$ cat config.mk
export PLATFORM = sky130hd
export DESIGN_NAME = div
export DESIGN_NICKNAME = d
export VERILOG_FILES = /design/src/rtl/div.sv
export SDC_FILE = /design/constraint.sdc
export NUM_CORES = 1
export LEC_CHECK = 0
export BUFFER_PORTS_ARGS = -buffer_cell sky130_fd_sc_hd__buf_2
export CELL_PAD_IN_SITES_DETAIL_PLACEMENT = 0
export CELL_PAD_IN_SITES_GLOBAL_PLACEMENT = 1
export CORE_MARGIN = 4
export CORE_UTILIZATION = 39
export DETAILED_ROUTE_END_ITERATION = 12
export PLACE_DENSITY_LB_ADDON = 0.2
export SKIP_LAST_GASP = 1
export SYNTH_ARGS = -nofsm -noshare
export SYNTH_HDL_FRONTEND = slang
export SYNTH_SLANG_ARGS = --single-unit
$ cat constraint.sdc
create_clock -name clk -period 3.1 [get_ports clk]
set_input_delay 0.775 -clock clk [delete_from_list [all_inputs] [get_ports clk]]
set_output_delay 0.775 -clock clk [all_outputs]
set_load 0.01 [all_outputs]
$ cat src/rtl/div.sv
// div: multi-cycle restoring 32-bit divider for DIV/DIVU.
// One trial subtraction per cycle; result held until start_i drops.
module div (
   input  logic        clk,
   input  logic        rst,
   input  logic        signed_div_i,
   input  logic [31:0] opdata1_i,
   input  logic [31:0] opdata2_i,
   input  logic        start_i,
   input  logic        annul_i,
   output logic [63:0] result_o,
   output logic        ready_o
);
   typedef enum logic [1:0] {S_FREE, S_BYZERO, S_ON, S_END} state_e;
   state_e      state_q, state_d;
   logic [5:0]  cnt_q, cnt_d;
   logic [64:0] dividend_q, dividend_d;
   logic [31:0] divisor_q, divisor_d;
   logic        sdiv_q, sdiv_d, s1_q, s1_d, s2_q, s2_d;
   logic [63:0] result_q, result_d;
   logic        ready_q, ready_d;
   logic [32:0] diff;
   logic [31:0] op1_abs, op2_abs, q_fix, r_fix;
   assign diff    = {1'b0, dividend_q[63:32]} - {1'b0, divisor_q};
   assign op1_abs = (signed_div_i & opdata1_i[31]) ? -opdata1_i : opdata1_i;
   assign op2_abs = (signed_div_i & opdata2_i[31]) ? -opdata2_i : opdata2_i;
   assign q_fix   = (sdiv_q & (s1_q ^ s2_q)) ? -dividend_q[31:0] : dividend_q[31:0];
   assign r_fix   = (sdiv_q & s1_q) ? -dividend_q[64:33] : dividend_q[64:33];
   always_comb begin
      state_d    = state_q;
      cnt_d      = cnt_q;
      dividend_d = dividend_q;
      divisor_d  = divisor_q;
      sdiv_d     = sdiv_q;
      s1_d       = s1_q;
      s2_d       = s2_q;
      result_d   = result_q;
      ready_d    = ready_q;
      case (state_q)
         S_FREE: if (start_i && !annul_i) begin
            state_d    = (opdata2_i == 32'd0) ? S_BYZERO : S_ON;
            cnt_d      = 6'd0;
            dividend_d = {32'd0, op1_abs, 1'b0};
            divisor_d  = op2_abs;
            sdiv_d     = signed_div_i;
            s1_d       = opdata1_i[31];
            s2_d       = opdata2_i[31];
         end
         // divide-by-zero dwells two cycles so ready_o rises after edge 2
         S_BYZERO: if (annul_i) state_d = S_FREE;
         else if (cnt_q == 6'd0) cnt_d = 6'd1;
         else begin
            state_d  = S_END;
            result_d = 64'd0;
            ready_d  = 1'b1;
         end
         S_ON: if (annul_i) state_d = S_FREE;
         else if (cnt_q != 6'd32) begin
            dividend_d = diff[32] ? dividend_q << 1 : {diff[31:0], dividend_q[31:0], 1'b1};
            cnt_d      = cnt_q + 6'd1;
         end else begin
            state_d  = S_END;
            result_d = {r_fix, q_fix};
            ready_d  = 1'b1;
         end
         default: if (!start_i) begin
            state_d  = S_FREE;
            result_d = 64'd0;
            ready_d  = 1'b0;
         end
      endcase
   end
   always_ff @(posedge clk) begin
      if (rst) begin
         state_q    <= S_FREE;
         cnt_q      <= 6'd0;
         dividend_q <= 65'd0;
         divisor_q  <= 32'd0;
         sdiv_q     <= 1'b0;
         s1_q       <= 1'b0;
         s2_q       <= 1'b0;
         result_q   <= 64'd0;
         ready_q    <= 1'b0;
      end else begin
         state_q    <= state_d;
         cnt_q      <= cnt_d;
         dividend_q <= dividend_d;
         divisor_q  <= divisor_d;
         sdiv_q     <= sdiv_d;
         s1_q       <= s1_d;
         s2_q       <= s2_d;
         result_q   <= result_d;
         ready_q    <= ready_d;
      end
   end
   assign result_o = result_q;
   assign ready_o  = ready_q;
endmodule

==> flow_summary.yaml <==
critical_path:
  criticalPathCategory: "reg -> reg"
  cp-start-kind: "flip-flop"
  worstPathRequired_ps: 3430
  crit_fanout: 8
  worst_ep_arrival_time_ps: 3290
  cp-end-kind: "flip-flop"
hold_path:
  worstHoldPathType: "reg -> reg"
power:
  seqPwrFrac_pct: 35.6
  power_density_nw_per_um2: 568.3
  leakage_nw: 5.428
  p_int_mw: 4.471
  ir_drop_v: 0.0003366
  p_sw_mw: 2.899
  clkPwrFrac_pct: 29.6
  power_mw: 7.371
  switching_share_pct: 39.34
  pwr-share-comb_pct: 34.8
drt:
  wire_per_inst_um: 15.97
  drt_drc_violations_left: 0
  drt-total-wl_mm: 31.71
  viasPerCell: 5.247
  dr.pass1.iters: 5
  final_antenna_net_count: 0
  drt-initial-drc-count: 764
  vias: 10420
cells_and_area:
  final_common_cell: "nand2_1"
  layout_common_cells: "206 x nand2_1, 173 x dfxtp_1, 146 x nor2_1"
  multiInputGateArea_um2: 6934
  nFillCells: 2821
  drive_gt1_share_pct: 15.86
  nets: 1714
  syn2layout_area_growth_pct: 19.19
  diodes: 0
  utilization_pct: 47.72
  final-seq-area_um2: 3463
clocking:
  hold_buffers: 0
  cts_tree: "yes"
  cts_buffers: 17
  clkTransAtPathRegs_ps: 80
  root_buffer: "clkbuf_16"
  cts.htree.levels: 4
  clockBufferDepth: 2
  insertion_delay_ps: 440
  clock-sinks: 173
sta:
  max-slew-margin-rel_pct: 51.79
  max_freq_mhz: 337.2
  finalSetupViolCount: 0
  maxSlewViolCount: 0
  tightest_slew_ps: 722.7
  fin_crit_sh_pct: 95.67
  layout_min_cycle_time_ps: 2966
  finClkSkew_ps: 16.06
  fin_ws_ps: 134.4
  grt_setup_unrepaired: "true"
  hold-worst-slack_ps: 448.2
  hold_viol_final: 0
yosys:
  ys_ff_latch: 173
  syn-cell-area_um2: 10880
  synth-edff-count: 0
  synthDistinctLibCells: 58
  syn_area_per_cell_um2: 7.478
  ys.flop_type: "dfxtp_1"
  syn-instance-count: 1455
  ys_seq_area_share_pct: 31.83
  async_flop_share_pct: 0
  syn_nets: 1568
  yosysWarnings: 0
place:
  post-place-ws_ps: 46.45
  portBuffers: 133
  place_congestion: 0.9010
  hpwl_mm: 24.65
floorplanning:
  core_um2: 27180
  die_height_um: 175.0
  start_util_pct: 40.04
  rows: 60
  fp.dieW_um: 175.0
  pin_count: 134
  dieArea_um2: 30640
grt:
  antenna_found_initial: 0
  grt_max_degree: 79
  first_global_vias: 9424
  grt_first_pass_wirelength_mm: 51.02
  track_usage_pct: 20.30
  grt.overflow.total: 0
status:
  status: "completed"
flow_run:
  maxCapViolations: 0
## worst paths after layout
kind	end	slack, ps	from	cells past startpoint
max	dividend_q[46]	130	dividend_q[41]	10
min	result_o[36]	450	result_o[36]	2
max reg2reg	dividend_q[46]	130	dividend_q[41]	10
min reg2reg	result_o[36]	450	result_o[36]	2
## layout make-up
class	count	share of cell area (%)
Clock buffer	18	3.309
Inverter	58	1.679
Multi-Input combinational cell	1143	53.47
Timing Repair Buffer	208	9.976
Clock inverter	14	1.274
Sequential cell	173	26.71
Tap cell	372	3.589
## per-layer routing
layer	global-route usage [%]	up-vias	share of wire (%)	wire [um]
met5	0	-	0	0
met4	4.124	0	0.71	225
met3	2.899	17	5.1	1618
met2	27.25	261	38	11980
met1	33.52	4707	56	17880
li1	-	5436	-	-
## flip-flops by register name, indices dropped and copies added (netlist names)
name and count:
dividend_q 65, result_o 64, s2_q 1, divisor_q 32, s1_q 1, cnt_q 6
state_q 2, sdiv_q 1, ready_o 1
## through the flow
step	TNS (ps)	instances	area, um2
floorplan	0	1455	10880
global placement	0	1954	12370
detailed placement	0	1954	12370
CTS	0	1986	12960
global route	-12.65	1986	12970
finish	0	1986	12970
## cells by family after synthesis
family | Yosys count | synth area share (%)
DFF | 173 | 31.83
buffers and inverters | 139 | 4.830
adders and majority gates | 44 | 5.129
AOI/OAI and AO/OA | 434 | 24.40
xor gates and xnor gates | 143 | 11.51
muxes | 9 | 0.8395
and+or+nand+nor | 513 | 21.46
## synth_stat cells (all sizes together), types with 3 or more instances
cell type	n	area [um2]
nand2	206	773.2
dfxtp	173	3463
nor2	148	555.5
a21oi	132	660.6
o21ai	129	645.6
clkbuf	78	292.8
xnor2	75	656.9
xor2	68	595.6
inv	58	217.7
ha	43	538.0
a211oi	32	240.2
a22oi	31	232.7
nor3	26	130.1
o31ai	22	165.2
nand3	20	100.1
or3	19	128.9
nor4	18	127.6
nand2b	15	93.84
a21o	14	105.1
and2	14	87.58
a32oi	12	105.1
nand4	10	62.56
o41ai	10	87.58
or4	9	75.07
mux2i	8	80.08
o211ai	8	60.06
a22o	7	61.31
a31oi	7	43.79
nor2b	7	43.79
a311oi	5	43.79
nand3b	5	37.54
a21boi	4	30.03
and3	4	25.02
o21bai	4	30.03
or2	4	27.53
a211o	3	26.28
a221oi	3	26.28
buf	3	15.01
nor3b	3	22.52
## power by group through the flow
stage                     Clock, mW  Combinational (mW)  Sequential [mW]
final                          2.18                2.57             2.62
after global routing           2.35                2.87             2.65
after CTS                      2.24                2.56             2.62
after detailed placement          0                2.55             2.67
after floorplan                   0                1.82             2.59
after global placement            0                2.54             2.66
## critical path, stage by stage (launching register included)
cell and delay [ps]:
dfxtp_1 310, buf_4 150, ha_1 360, a21oi_1 260
o211ai_1 160, nor2_1 140, o31ai_1 110, a21o_1 220
a311oi_4 580, mux2_2 400, a22o_1 170
## repair_timing
action / 4_1_cts / 5_1_grt
gates resized for setup: 0 / 3
buffers inserted: 0 / 0
setup endpoints to repair: 0 / 19
No activity file was read; power rests on OpenSTA's default activity.
